## src/rtl/pong_sprite_renderer.sv

```systemverilog
// pong_sprite_renderer
// Two-stage pixel pipeline that draws the Pong playfield: background, dashed
// centre net, two paddles and a square ball. Sprite positions are sampled once
// per frame into shadow registers so a frame is always drawn from one
// consistent set of coordinates. The VGA syncs are delayed to match the
// fixed two-cycle colour latency.

module pong_sprite_renderer #(
  parameter int          H_VIDEO    = 640,
  parameter int          V_VIDEO    = 480,
  parameter int          SQ_WIDTH   = 16,
  parameter int          PDL_WIDTH  = 12,
  parameter int          PDL_HEIGHT = 96,
  parameter int          NET_WIDTH  = 4,
  parameter int          NET_DASH   = 16,
  parameter logic [11:0] FG_COLOUR  = 12'hFFF,
  parameter logic [11:0] BG_COLOUR  = 12'h000
) (
  input  logic        clk_0,
  input  logic        rst,
  input  logic [9:0]  h_count,
  input  logic [9:0]  v_count,
  input  logic        video_on,
  input  logic        hsync_in,
  input  logic        vsync_in,
  input  logic [9:0]  sq_xpos,
  input  logic [9:0]  sq_ypos,
  input  logic [9:0]  pdl1_xpos,
  input  logic [9:0]  pdl1_ypos,
  input  logic [9:0]  pdl2_xpos,
  input  logic [9:0]  pdl2_ypos,
  output logic [11:0] rgb,
  output logic        hsync_out,
  output logic        vsync_out
);

  // Sprite sizes widened to 11 bits so origin+size can never wrap to column 0.
  localparam logic [10:0] SQ_SIZE   = 11'(SQ_WIDTH);
  localparam logic [10:0] PDL_W     = 11'(PDL_WIDTH);
  localparam logic [10:0] PDL_H     = 11'(PDL_HEIGHT);

  // Net occupies NET_WIDTH columns centred on the screen.
  localparam logic [9:0]  NET_LO    = 10'(H_VIDEO / 2 - NET_WIDTH / 2);
  localparam logic [9:0]  NET_HI    = 10'(H_VIDEO / 2 - NET_WIDTH / 2 + NET_WIDTH - 1);
  localparam logic [9:0]  NET_DIV   = 10'(NET_DASH);
  localparam logic [9:0]  CAP_LINE  = 10'(V_VIDEO);

  // Shadow defaults loaded at reset.
  localparam logic [9:0]  SQ_X_RST   = 10'd320;
  localparam logic [9:0]  SQ_Y_RST   = 10'd240;
  localparam logic [9:0]  PDL1_X_RST = 10'd24;
  localparam logic [9:0]  PDL1_Y_RST = 10'd191;
  localparam logic [9:0]  PDL2_X_RST = 10'd603;
  localparam logic [9:0]  PDL2_Y_RST = 10'd191;

  // True when pos lies in [origin, origin+size), evaluated in 11 bits.
  function automatic logic in_span(input logic [9:0]  pos,
                                   input logic [9:0]  origin,
                                   input logic [10:0] size);
    logic [10:0] p;
    logic [10:0] o;
    p = {1'b0, pos};
    o = {1'b0, origin};
    return (p >= o) && (p < (o + size));
  endfunction

  // ---------------------------------------------------------------------------
  // Shadow sprite coordinates
  // ---------------------------------------------------------------------------
  logic [9:0] sq_x_q,   sq_x_d;
  logic [9:0] sq_y_q,   sq_y_d;
  logic [9:0] pdl1_x_q, pdl1_x_d;
  logic [9:0] pdl1_y_q, pdl1_y_d;
  logic [9:0] pdl2_x_q, pdl2_x_d;
  logic [9:0] pdl2_y_q, pdl2_y_d;
  logic       capture;

  // Load all six shadows together on the first blanking line, hold otherwise.
  always_comb begin
    capture  = (h_count == 10'd0) && (v_count == CAP_LINE);
    sq_x_d   = capture ? sq_xpos   : sq_x_q;
    sq_y_d   = capture ? sq_ypos   : sq_y_q;
    pdl1_x_d = capture ? pdl1_xpos : pdl1_x_q;
    pdl1_y_d = capture ? pdl1_ypos : pdl1_y_q;
    pdl2_x_d = capture ? pdl2_xpos : pdl2_x_q;
    pdl2_y_d = capture ? pdl2_ypos : pdl2_y_q;
  end

  // Shadow register bank; reset restores the centred-ball starting layout.
  // NOTE: reset is sampled on the clock edge (synchronous), so it sits inside the posedge-only block.
  always_ff @(posedge clk_0) begin
    if (!rst) begin
      sq_x_q   <= SQ_X_RST;
      sq_y_q   <= SQ_Y_RST;
      pdl1_x_q <= PDL1_X_RST;
      pdl1_y_q <= PDL1_Y_RST;
      pdl2_x_q <= PDL2_X_RST;
      pdl2_y_q <= PDL2_Y_RST;
    end else begin
      // NOTE: non-blocking assignments so every flop samples pre-edge values.
      sq_x_q   <= sq_x_d;
      sq_y_q   <= sq_y_d;
      pdl1_x_q <= pdl1_x_d;
      pdl1_y_q <= pdl1_y_d;
      pdl2_x_q <= pdl2_x_d;
      pdl2_y_q <= pdl2_y_d;
    end
  end

  // ---------------------------------------------------------------------------
  // Stage 1: hit tests against the shadow coordinates
  // ---------------------------------------------------------------------------
  logic       ball_hit_q, ball_hit_d;
  logic       pdl1_hit_q, pdl1_hit_d;
  logic       pdl2_hit_q, pdl2_hit_d;
  logic       net_hit_q,  net_hit_d;
  logic       video_on_q, video_on_d;
  logic       hsync_q,    hsync_d;
  logic       vsync_q,    vsync_d;
  logic [9:0] net_band;

  // Rectangle tests for each sprite plus the dashed net column test.
  always_comb begin
    ball_hit_d = in_span(h_count, sq_x_q, SQ_SIZE)
               && in_span(v_count, sq_y_q, SQ_SIZE);
    pdl1_hit_d = in_span(h_count, pdl1_x_q, PDL_W)
               && in_span(v_count, pdl1_y_q, PDL_H);
    pdl2_hit_d = in_span(h_count, pdl2_x_q, PDL_W)
               && in_span(v_count, pdl2_y_q, PDL_H);
    net_band   = v_count / NET_DIV;
    net_hit_d  = (h_count >= NET_LO) && (h_count <= NET_HI) && !net_band[0];
    video_on_d = video_on;
    hsync_d    = hsync_in;
    vsync_d    = vsync_in;
  end

  // Stage 1 registers; syncs idle high so reset never emits a sync pulse.
  always_ff @(posedge clk_0) begin
    if (!rst) begin
      ball_hit_q <= 1'b0;
      pdl1_hit_q <= 1'b0;
      pdl2_hit_q <= 1'b0;
      net_hit_q  <= 1'b0;
      video_on_q <= 1'b0;
      hsync_q    <= 1'b1;
      vsync_q    <= 1'b1;
    end else begin
      ball_hit_q <= ball_hit_d;
      pdl1_hit_q <= pdl1_hit_d;
      pdl2_hit_q <= pdl2_hit_d;
      net_hit_q  <= net_hit_d;
      video_on_q <= video_on_d;
      hsync_q    <= hsync_d;
      vsync_q    <= vsync_d;
    end
  end

  // ---------------------------------------------------------------------------
  // Stage 2: colour select and sync alignment
  // ---------------------------------------------------------------------------
  logic [11:0] rgb_q,       rgb_d;
  logic        hsync_out_q, hsync_out_d;
  logic        vsync_out_q, vsync_out_d;

  // Blanking wins over everything; sprites and net share the foreground colour.
  always_comb begin
    rgb_d       = BG_COLOUR;
    hsync_out_d = hsync_q;
    vsync_out_d = vsync_q;
    if (!video_on_q) begin
      rgb_d = 12'h000;
    end else if (ball_hit_q || pdl1_hit_q || pdl2_hit_q) begin
      rgb_d = FG_COLOUR;
    end else if (net_hit_q) begin
      rgb_d = FG_COLOUR;
    end
  end

  // Output registers.
  always_ff @(posedge clk_0) begin
    if (!rst) begin
      rgb_q       <= 12'h000;
      hsync_out_q <= 1'b1;
      vsync_out_q <= 1'b1;
    end else begin
      rgb_q       <= rgb_d;
      hsync_out_q <= hsync_out_d;
      vsync_out_q <= vsync_out_d;
    end
  end

  assign rgb       = rgb_q;
  assign hsync_out = hsync_out_q;
  assign vsync_out = vsync_out_q;

endmodule

```

## config.mk

```make
export PLATFORM = sky130hd
export DESIGN_NAME = pong_sprite_renderer
export DESIGN_NICKNAME = d
export VERILOG_FILES = /design/src/rtl/pong_sprite_renderer.sv
export SDC_FILE = /design/constraint.sdc
export NUM_CORES = 1
export LEC_CHECK = 0
export ABC_AREA = 1
export CAP_MARGIN = 15
export CORE_ASPECT_RATIO = 1.1
export CORE_MARGIN = 2
export CORE_UTILIZATION = 49
export CTS_CLUSTER_SIZE = 10
export DETAILED_ROUTE_END_ITERATION = 8
export PLACE_DENSITY = 0.81
export RECOVER_POWER = 25
export SLEW_MARGIN = 5
export SYNTH_ARGS = -nofsm -noshare
export SYNTH_HDL_FRONTEND = slang
export SYNTH_SLANG_ARGS = --single-unit
```

## constraint.sdc

```tcl
create_clock -name clk_0 -period 1.9 [get_ports clk_0]
set_input_delay 0.19 -clock clk_0 [delete_from_list [all_inputs] [get_ports clk_0]]
set_output_delay 0.19 -clock clk_0 [all_outputs]
set_load 0.02 [all_outputs]
```

# [After elaboration in Yosys (flattened, before gate mapping)]
# Index checks and enable logic that the tools add are counted.
[word_totals] reg_bits=81 input_bits=85 wordCells=56
[op_classes] n_addsub=6 magnitude_cmp=14 n_eq_ne=1 muxes=2 n_reduce_logical=17
[op_table] cell="$lt 10x11->1" count=6
[op_table] cell="$ge 10x10->1" count=6
[op_table] cell="$mux 12" count=2
[op_table] cell="$add 10x4->11 const B" count=2
[op_table] cell="$add 10x5->11 const B" count=2
[op_table] cell="$add 10x7->11 const B" count=2
[op_table] cell="$logic_and 1x1->1" count=12
[op_table] cell="$eq 10x9->1 const B" count=1
[op_table] cell="$ge 10x9->1 const B" count=1
[op_table] cell="$le 10x9->1 const B" count=1
[op_table] cell="$logic_not 10->1" count=1
[op_table] cell="$logic_or 1x1->1" count=2
[op_table] cell="$reduce_and 2->1" count=1
[op_table] cell="$logic_not 1->1" count=1

# [Depth between registers and ports, before layout]
# Gate-level depths: netlist (run 1).
[depth] word_depth=4 depth_mapped=14

# [Worst setup path before layout (run 1)]
# OpenSTA, ideal clock, no wires.
[synth_timing] path_kind="flip-flop to flip-flop" startpoint="register pdl1_x_q[2]" endpoint="register pdl1_hit_q" setup_ps=64 t_arrival_ps=1770 t_required_ps=1836 setup_slack_ps=66 stages_incl_launch_ff=13 synth_period_minus_slack_ps=1834 cell_sequence="dfxtp_1 -> inv_1 -> ha_1 -> nor2_1 -> nand3_1 -> xor2_1 -> ha_1 -> a21oi_1 -> nand3b_1 -> o21ai_0 -> inv_1 -> nand3_1 -> nor2_1"
[synth_between] elab_chain_cells=4
[synth_rtl] element="from (decl)" line_no="72" source="logic [9:0] pdl1_x_q, pdl1_x_d;"
[synth_rtl] element="from (signal assigned)" line_no="103" source="pdl1_x_q <= pdl1_x_d;"
[synth_rtl] element="$add 10x4->11" line_no="64" source="return (p >= o) && (p < (o + size));"
[synth_rtl] element="$lt 10x11->1" line_no="64"
[synth_rtl] element="$logic_and 1x1->1 *" line_no="64"
[synth_rtl] element="$logic_and 1x1->1 *" line_no="127" source="&& in_span(v_count, pdl1_y_q, PDL_H);"
[synth_rtl] element="to (signal assigned)" line_no="149" source="pdl1_hit_q <= pdl1_hit_d;"
[synth_rtl] element="to (decl)" line_no="114" source="logic pdl1_hit_q, pdl1_hit_d;"
# Mark *: on every way between the ends. The rest lies on a longest branch, timed or not.
# A chain may end at the register's enable or synchronous reset.

# [Worst setup path after layout (run 1)]
# Ends and elaborated chain as after synthesis.

==> summary.txt, run 1 <==
vias in the first global route - 5623
fin. max-slew vios - 0
met3 usage in global routing - 4.26%
Leakage - 3.99 nW
Die ar. - 0.0127 sq mm
crit path time final - 1870 ps
routability congestion estimate - 0.923
startpoint type of the worst setup path - register
FF/Latch Area - 0.00141 sq mm
grt total ovfl - 0
Crit path top cell by count - nand2_1
Min-Delay Path Class - in -> reg
CTS root buf - clkbuf_16
CP peak stage delay - 360 ps
mean post-synth cell area - 6.74 sq um
Routed WL - 15200 microns
maxcap violations - 0
synth unique cells - 23
setup slack at placement - -71.2 ps
M2 GR Usage - 42.1%
worst skew pair latency - 340 ps
syn nets - 1049
fill count - 1003
Initial Utilization - 50.4%
reg2reg path depth - 14
Detailed Place HPWL - 11600 microns
Final Power - 0.00383 W
Final ANT Viol Nets - 0
clk sink count - 70
Setup Total Neg Slack - 0 ps
DRC - 2
Initial DRC Count - 260
largest net degree at the start of global routing - 47
area occupied by multi-input gates - 0.00392 sq mm
placed cells - 1113
IO Count - 99
worst hold slack - 377 ps
Hold Path Depth - 3
worst-path cell chain - inv_4 > ha_4 > nor2_4 > buf_6 > xor2_1 > ha_1 > a21o_1 > nor2_1 > nand2_1 > nand2_1 > nand2_1 > inv_1 > nand2_1 > nor2_1
unrepaired setup endpoints after global routing - yes
critical path arrival - 2140 ps
FMAX - 534 MHz
final setup margin - 28.9 ps
CTS tree - done
final non-filler cell total - 1133
via count of the routed design - 5791
overall die height - 118 microns
layout cell share with drive strength beyond 1 - 9.26%
std cell rows - 41
number of synthesis warnings - 0
core area - 0.0115 sq mm
cell count after synthesis - 860
die width - 108 microns
relative max-transition margin - 31.7%
worst-margin pin slew - 1030 ps
DR vias/cell - 5.11
H-tree depth - 3
Req. time, crit path - 2170 ps
cts bufs inserted - 9
failing checks - DRC
area delta synth->final - 30.8%
Longest Clk Path Bufs - 2
Pre-antenna DRT Iters - 7
first-pass GRT wire length - 25000 microns
Mapped Area - 0.00580 sq mm
worst IR drop on VDD - 0.000335 V
fin crit share - 98.5%
CP max stage cell - dfxtp_2
DR WL/cell - 13.4 microns
status - complete, but fails checks
Final nets - 1167
final hold vios - 0
CP Max Fanout - 4
flops & latches, synth - 70
Total GRT Usage - 24.4%
initial antenna violation count - 0
input/output buffers - 98
worst clock skew - 3.43 ps
final setup violation count - 0
kind of critical path - reg -> reg
register area share after synthesis - 24.2%
antenna cells - 0
pwr dens - 505 mW/mm^2
met1 Usage GRT - 29.3%
crit end category - register
most used routing layer - met2
# hold bufs at CTS - 0
Clock Pin Slew Worst Setup and Hold Paths - 60 ps
[critical path, delay by kind of cell, from the launching register on]
family / cells / cell delay [ps]
fa+ha+maj: 2 / 450
xor+xnor: 1 / 150
flops: 1 / 360
compound gates: 1 / 190
buf+inv: 3 / 210
simple gates: 7 / 460
[cell type report]
class	count	area share, %
multi-input combinational	649	51.7
sequential	70	18.6
timing repair buffer	145	18.1
inverter	103	5.17
clock buffer	13	3.43
tap	150	2.48
clock inverter	3	0.561
[sequential cells by signal, indices dropped and copies added (netlist names)]
signal	count
vsync_out	1
pdl1_x_q	10
hsync_out	1
sq_y_q	10
ball_hit_q	1
net_hit_q	1
vsync_out_d	1
rgb	1
video_on_q	1
hsync_out_d	1
sq_x_q	10
pdl2_x_q	10
pdl2_y_q	10
pdl1_y_q	10
pdl1_hit_q	1
pdl2_hit_q	1
[synthesized netlist by cell type, drive strengths merged]
| cell | n | area (sq um) |
|---|---|---|
| dfxtp | 70 | 1400 |
| nand3 | 71 | 355 |
| ha | 104 | 1300 |
| inv | 103 | 387 |
| nor2 | 111 | 417 |
| nand4 | 35 | 219 |
| or2 | 1 | 6.26 |
| nand3b | 5 | 37.5 |
| nand2 | 226 | 848 |
| o21ai | 7 | 35.0 |
| xor2 | 24 | 210 |
| a21o | 5 | 37.5 |
| nor4 | 2 | 12.5 |
| nor3 | 7 | 40.0 |
| xnor2 | 2 | 17.5 |
| clkbuf | 10 | 37.5 |
| a21oi | 45 | 225 |
| o21a | 4 | 30.0 |
| buf | 28 | 179 |
[routing by layer]
layer,share of wire (%),wire (microns)
met5,0,0
met4,3.3,510
met3,5.0,762
met2,48,7340
met1,43,6620
[where the power goes]
| group | total, W | switching (W) | internal (W) |
|---|---|---|---|
| Sequential | 0.00148 | 0.00000231 | 0.00147 |
| Combinational | 0.000624 | 0.000296 | 0.000328 |
| Clock | 0.00173 | 0.000639 | 0.00109 |
| Total | 0.00383 | 0.000937 | 0.00289 |
[layout by cell type (no fill, tap or decap), types with 3 or more instances in the layout]
cell type and instances:
nand3b_1 5, buf_12 4, clkbuf_1 5, dfxtp_1 63
buf_4 38, inv_1 99, ha_1 101, o21ai_0 7
a21oi_2 5, nand3_2 3, o21a_1 4, a21oi_1 40
nand3_1 67, clkbuf_16 9, clkdlybuf4s50_1 95, nand4_1 35
dfxtp_2 7, nand2_1 225, xor2_1 23, nor2_1 108
nor3_1 4, a21o_1 5
[stage by stage]
stage / utilization (%) / instance area (sq um)
2_1_floorplan: - / 5800
3_3_place_gp: 62.3 / 7160
3_5_place_dp: 62.3 / 7160
4_1_cts: 65.1 / 7480
5_1_grt: 66.0 / 7580
6_report: 66.0 / 7580
[timing repair]
action | CTS | global route
resized for setup | 9 | 26
endpoints found under the setup margin | 2 | 3
buffers inserted | 0 | 4
pin swaps | 3 | 6
[logic make-up after synthesis]
family / after synthesis / share of synthesized area, %
adder cells (fa/ha/maj): 104 / 22.4
AND/OR/NAND/NOR: 458 / 33.4
AO/OA/AOI/OAI: 61 / 5.66
buffers and inverters: 141 / 10.4
XOR/XNOR: 26 / 3.93
flip-flops: 70 / 24.2
[final timing paths]
path / from / to / slack (ps)
worst max register to register: pdl1_x_q[2]$_SDFFE_PN0P_ / pdl1_hit_q$_SDFF_PN0_ / 30
worst max-delay path: pdl1_x_q[2]$_SDFFE_PN0P_ / pdl1_hit_q$_SDFF_PN0_ / 30
worst min register to register: hsync_out_d$_SDFF_PN1_ / hsync_out$_SDFF_PN1_ / 400
worst min-delay path: hsync_in / hsync_out_d$_SDFF_PN1_ / 380
Power figures use the tool's default switching activity.
==> run 2: changes to the inputs <==
--- a/config.mk
+++ b/config.mk
@@ -8,11 +8,10 @@
 export ABC_AREA = 1
 export CAP_MARGIN = 15
 export CORE_ASPECT_RATIO = 1.1
-export CORE_MARGIN = 2
-export CORE_UTILIZATION = 49
+export CORE_UTILIZATION = 55
 export CTS_CLUSTER_SIZE = 10
 export DETAILED_ROUTE_END_ITERATION = 8
-export PLACE_DENSITY = 0.81
+export PLACE_DENSITY = 0.85
 export RECOVER_POWER = 25
 export SLEW_MARGIN = 5
 export SYNTH_ARGS = -nofsm -noshare
==> constraint.sdc (replaced) <==
create_clock -name clk_0 -period 2.1 [get_ports clk_0]
set_input_delay 0.21 -clock clk_0 [delete_from_list [all_inputs] [get_ports clk_0]]
set_output_delay 0.21 -clock clk_0 [all_outputs]
set_load 0.02 [all_outputs]
==> run 2 against run 1 <==
The flow still finishes with violations (DRC). Total power decreased by 21%. Worst setup slack improved by 99 ps. Routed wire length decreased by 0.20%. Fmax decreased by 5.1%. Clock power decreased by 34%. Non-clock buffer count decreased by 17. Utilization increased by 6.1 points. Flip-flop and latch count unchanged. Hold slack got worse by 4.0 ps. Sequential power decreased by 10%. Critical path depth unchanged. Cell area decreased by 4.7%. Largest power group is now sequential cells.
==> summary.txt, run 2 (synthesized netlist as in run 1, its figures left out) <==
std cell rows - 38
setup slack at placement - -72.5 ps
Clk network pwr share - 37.8%
CP Capture Point - pdl1_hit_q$_SDFF_PN0_
Sw Ratio - 27.5%
final non-filler cell total - 1106
Routed WL - 15200 microns
DRC - 2
H-tree depth - 3
overall die height - 110 microns
Setup crit start - pdl1_x_q[3]$_SDFFE_PN1P_
fill count - 836
first-pass GRT wire length - 24900 microns
Comb power frac - 18.2%
Pre-antenna DRT Iters - 9
area delta synth->final - 24.6%
Detailed Place HPWL - 11500 microns
Clock Pin Slew Worst Setup and Hold Paths - 80 ps
CTS root buf - clkbuf_8
Req. time, crit path - 2390 ps
initial antenna violation count - 0
placed cells - 1089
antenna cells - 0
sequential power share - 44.0%
pwr dens - 420 mW/mm^2
r2r startpoint - pdl1_x_q[3]$_SDFFE_PN1P_
clk sink count - 70
core area - 0.0100 sq mm
die width - 99.9 microns
final hold vios - 0
kind of critical path - reg -> reg
maxcap violations - 0
largest net degree at the start of global routing - 78
startpoint type of the worst setup path - register
area occupied by multi-input gates - 0.00385 sq mm
IO Count - 99
input/output buffers - 98
P_int - 0.00220 W
most common cell after layout, fill and taps aside - nand2_1
critical path arrival - 2260 ps
Min-Delay Path Class - in -> reg
Die ar. - 0.0110 sq mm
Final nets - 1150
reg2reg path depth - 14
CP peak stage delay - 320 ps
vias in the first global route - 5492
FF/Latch Area - 0.00140 sq mm
crit end category - register
worst IR drop on VDD - 0.000289 V
Initial DRC Count - 323
FMAX - 507 MHz
cts bufs inserted - 9
Initial Utilization - 57.8%
status - complete, but fails checks
Final ANT Viol Nets - 0
unrepaired setup endpoints after global routing - no
FF-to-FF End - pdl1_hit_q$_SDFF_PN0_
worst-path cell chain - inv_1 > ha_2 > nor2_2 > buf_4 > xor2_2 > ha_1 > a21o_1 > nor2_1 > nand2_1 > nand2_1 > nand2_1 > inv_1 > nand2_1 > nor2_1
most frequent cells in the layout - 226 x nand2_1, 108 x nor2_1, 102 x inv_1, 102 x ha_1, 92 x clkdlybuf4s50_1
relative max-transition margin - 8.90%
Leakage - 3.85 nW
CP Max Fanout - 3
flop-to-flop setup slack - 130 ps
DR vias/cell - 5.32
layout cell share with drive strength beyond 1 - 6.00%
Final Core Density - 72.0%
CTS tree - done
Crit path top cell by count - nand2_1
DR WL/cell - 13.7 microns
via count of the routed design - 5883
CP max stage cell - ha_1
fin. max-slew vios - 0
worst-margin pin slew - 1370 ps
final setup violation count - 0
fin crit share - 93.9%
final setup margin - 128 ps
worst skew pair latency - 350 ps
Longest Clk Path Bufs - 2
grt total ovfl - 0
switching pwr - 0.000834 W
Total GRT Usage - 29.1%
routability congestion estimate - 0.966
crit path time final - 1970 ps
failing checks - DRC
worst clock skew - 9.29 ps
-- run 2: power by group through the flow --
stage	combinational, W	clock, W	sequential (W)
after global routing	0.000610	0.00121	0.00134
after CTS	0.000550	0.00116	0.00133
after floorplan	0.000237	0	0.00137
after detailed placement	0.000540	0	0.00137
final	0.000552	0.00115	0.00133
after global placement	0.000530	0	0.00137
-- run 2: area by class of cell --
cell class                 count  area share (%)
timing repair buffer         128            16.8
inverter                     103            5.35
clock buffer                  11            1.96
clock inverter                 5           0.814
tap                          140            2.42
sequential                    70            19.4
multi-input combinational    649            53.3
-- run 2: per-layer routing --
| metal | vias to the layer above | share of wire (%) | track usage, % |
|---|---|---|---|
| li1 | 2978 | - | - |
| met1 | 2598 | 41 | 33.6 |
| met2 | 257 | 49 | 52.8 |
| met3 | 50 | 6.8 | 4.64 |
| met4 | 0 | 3.7 | 13.3 |
| met5 | - | 0 | 0 |
-- run 2: what timing repair did --
item                                    CTS  global route
hold buffers                              0             0
buffers inserted                          0             1
endpoints found under the setup margin    0             2
gates resized for setup                   0            10
-- run 2: worst min-delay path by stage --
stage	cells after the start	slack, ps	to	startpoint
4_1_cts	2	320	vsync_out$_SDFF_PN1_	rst
5_1_grt	3	390	hsync_out_d$_SDFF_PN1_	hsync_in
2_1_floorplan	2	290	hsync_out_d$_SDFF_PN1_	hsync_in
3_5_place_dp	2	390	hsync_out$_SDFF_PN1_	hsync_out_d$_SDFF_PN1_
6_report	3	370	vsync_out_d$_SDFF_PN1_	vsync_in
3_3_place_gp	2	380	vsync_out$_SDFF_PN1_	vsync_out_d$_SDFF_PN1_
-- run 2: worst max-delay path: cells and delay by family (launching register included) --
kind                       cells  cell delay, ps
AOI/OAI and AO/OA              1             160
DFF                            1             310
buffers and inverters          3             290
xor gates and xnor gates       1             140
adders and majority gates      2             540
and+or+nand+nor                7             480
-- run 2: per-stage QoR --
step                      instance area (sq um)  setup TNS [ps]  power (W)  hold WS [ps]
final                                      7230               0    0.00303           373
after floorplan                            5800               0    0.00161           295
after CTS                                  7200               0    0.00304           317
after global routing                       7230               0    0.00316           391
after global placement                     7000           -63.8    0.00190           384
after detailed placement                   7000            -249    0.00191           391
==> run 3: changes to the inputs <==
--- a/config.mk
+++ b/config.mk
@@ -7,11 +7,12 @@
 export LEC_CHECK = 0
 export ABC_AREA = 1
 export CAP_MARGIN = 15
-export CORE_ASPECT_RATIO = 1.1
-export CORE_UTILIZATION = 55
+export CORE_ASPECT_RATIO = 2
+export CORE_UTILIZATION = 65
 export CTS_CLUSTER_SIZE = 10
 export DETAILED_ROUTE_END_ITERATION = 8
-export PLACE_DENSITY = 0.85
+export DONT_BUFFER_PORTS = 1
+export PLACE_DENSITY = 0.84
 export RECOVER_POWER = 25
 export SLEW_MARGIN = 5
 export SYNTH_ARGS = -nofsm -noshare
==> run 3 against run 2 <==
The flow now finishes without violations. Critical path type unchanged. Utilization increased by 0.081 points. Combinational power fell by 41%. First-iteration DRC count up 14%. Count of clock-buffer cells in the layout is 1 lower. Hold slack lost 370 ps. Routed wire length is 9.1% higher. Register-to-register slack improved by 20 ps. Via count down 3.3%. Highest routed layer unchanged. Largest power group is now clock. Total power increased by 9.9%. Clock power increased by 45%. Fmax rose by 0.90%.
==> summary.txt, run 3 (synthesized netlist as in run 1, its figures left out) <==
Initial Utilization - 67.0%
largest net degree at the start of global routing - 55
Leakage - 3.44 nW
H-tree depth - 3
worst IR drop on VDD - 0.000510 V
startpoint type of the worst setup path - register
Pre-antenna DRT Iters - 5
routability congestion estimate - 0.904
status - finished clean
FMAX - 512 MHz
unrepaired setup endpoints after global routing - no
cts bufs inserted - 9
layout cell share with drive strength beyond 1 - 4.44%
Routed WL - 16600 microns
fin crit share - 93.1%
final hold vios - 0
Setup Total Neg Slack - 0 ps
input/output buffers - 0
grt total ovfl - 0
std cell rows - 48
Clock Pin Slew Worst Setup and Hold Paths - 60 ps
CP Max Fanout - 4
Longest Clk Path Bufs - 2
Initial DRC Count - 367
area delta synth->final - 7.58%
CTS tree - done
worst-margin pin slew - 1330 ps
most frequent cells in the layout - 226 x nand2_1, 107 x nor2_1, 102 x inv_1, 102 x ha_1, 69 x dfxtp_1
relative max-transition margin - 11.3%
Detailed Place HPWL - 11600 microns
final setup violation count - 0
vias in the first global route - 5955
Final ANT Viol Nets - 0
Final Power - 0.00333 W
DR vias/cell - 5.96
antenna cells - 0
Req. time, crit path - 2380 ps
kind of critical path - reg -> reg
IO Count - 99
Total GRT Usage - 38.7%
most common cell after layout, fill and taps aside - nand2_1
core area - 0.00865 sq mm
# Post-CTS Setup Buffers - 0
maxcap violations - 0
Final Core Density - 72.1%
fin. max-slew vios - 0
Die ar. - 0.00932 sq mm
placed cells - 930
CTS root buf - clkbuf_16
initial antenna violation count - 0
overall die height - 136 microns
Min-Delay Path Class - in -> reg
die width - 68.8 microns
worst skew pair latency - 340 ps
Final nets - 1039
crit end category - register
first-pass GRT wire length - 26200 microns
worst clock skew - 5.13 ps
critical path arrival - 2240 ps
crit path time final - 1950 ps
dpl cell area - 0.00579 sq mm
clk sink count - 70
final non-filler cell total - 955
via count of the routed design - 5691
pwr dens - 534 mW/mm^2
DR WL/cell - 17.4 microns
fin area - 0.00624 sq mm
DRC - 0
run 3: cell count changes in the layout (fill, tap and decap cells not counted), sizes merged:
| cell | before | now |
|---|---|---|
| dlygate4sd3 | 5 | 8 |
| buf | 29 | 6 |
| bufinv | 1 | 2 |
| clkdlybuf4s50 | 92 | 0 |
run 3: through the flow:
stage	setup WS (ps)	hold slack (ps)
2_1_floorplan	266	295
3_3_place_gp	187	290
3_5_place_dp	66.7	295
4_1_cts	44.6	0.226
5_1_grt	12.6	4.48
6_report	145	0.551
run 3: power by group:
part	internal [W]	switching, W
Clock	0.00107	0.000599
Sequential	0.00133	0.00000400
Combinational	0.000134	0.000192
run 3: area by class of cell:
type / instances / area, sq um
tap: 100 / 125
inverter: 103 / 387
sequential: 70 / 1400
clock buffer: 10 / 239
clock inverter: 6 / 85.1
fill: 727 / 2410
multi-input combinational: 649 / 3860
timing repair buffer: 17 / 139
run 3: critical path: stages (launching register included):
cell     delay (ps)
dfxtp_1         330
inv_1            80
ha_2            220
nor2_4          160
nand3_2          90
xor2_1          160
ha_1            300
nand2_1         100
inv_2            60
nand3_4          80
nor2_2           40
nor2_1          120
nand2_1          70
nor2_1           90
run 3: final timing paths:
check,from,endpoint,slack [ps],depth (start not counted)
min,rst,pdl1_x_q[9]$_SDFFE_PN0P_,0.6,2
max reg2reg,pdl2_x_q[2]$_SDFFE_PN0P_,pdl2_hit_q$_SDFF_PN0_,150,13
max,pdl2_x_q[2]$_SDFFE_PN0P_,pdl2_hit_q$_SDFF_PN0_,150,13
min reg2reg,hsync_out_d$_SDFF_PN1_,hsync_out$_SDFF_PN1_,400,2
run 3: routing by layer:
layer	share of wire [%]	vias up	global-route usage, %
met5	0	-	0
met4	9.2	0	34.6
met3	6.7	105	14.3
met2	51	233	65.3
met1	34	2592	33.3
li1	-	2761	-
run 3: repair_timing:
item	in CTS	in global routing
gates resized for setup	1	12
endpoints found under the hold margin	40	1
setup endpoints to repair	1	2
hold buffers	8	1
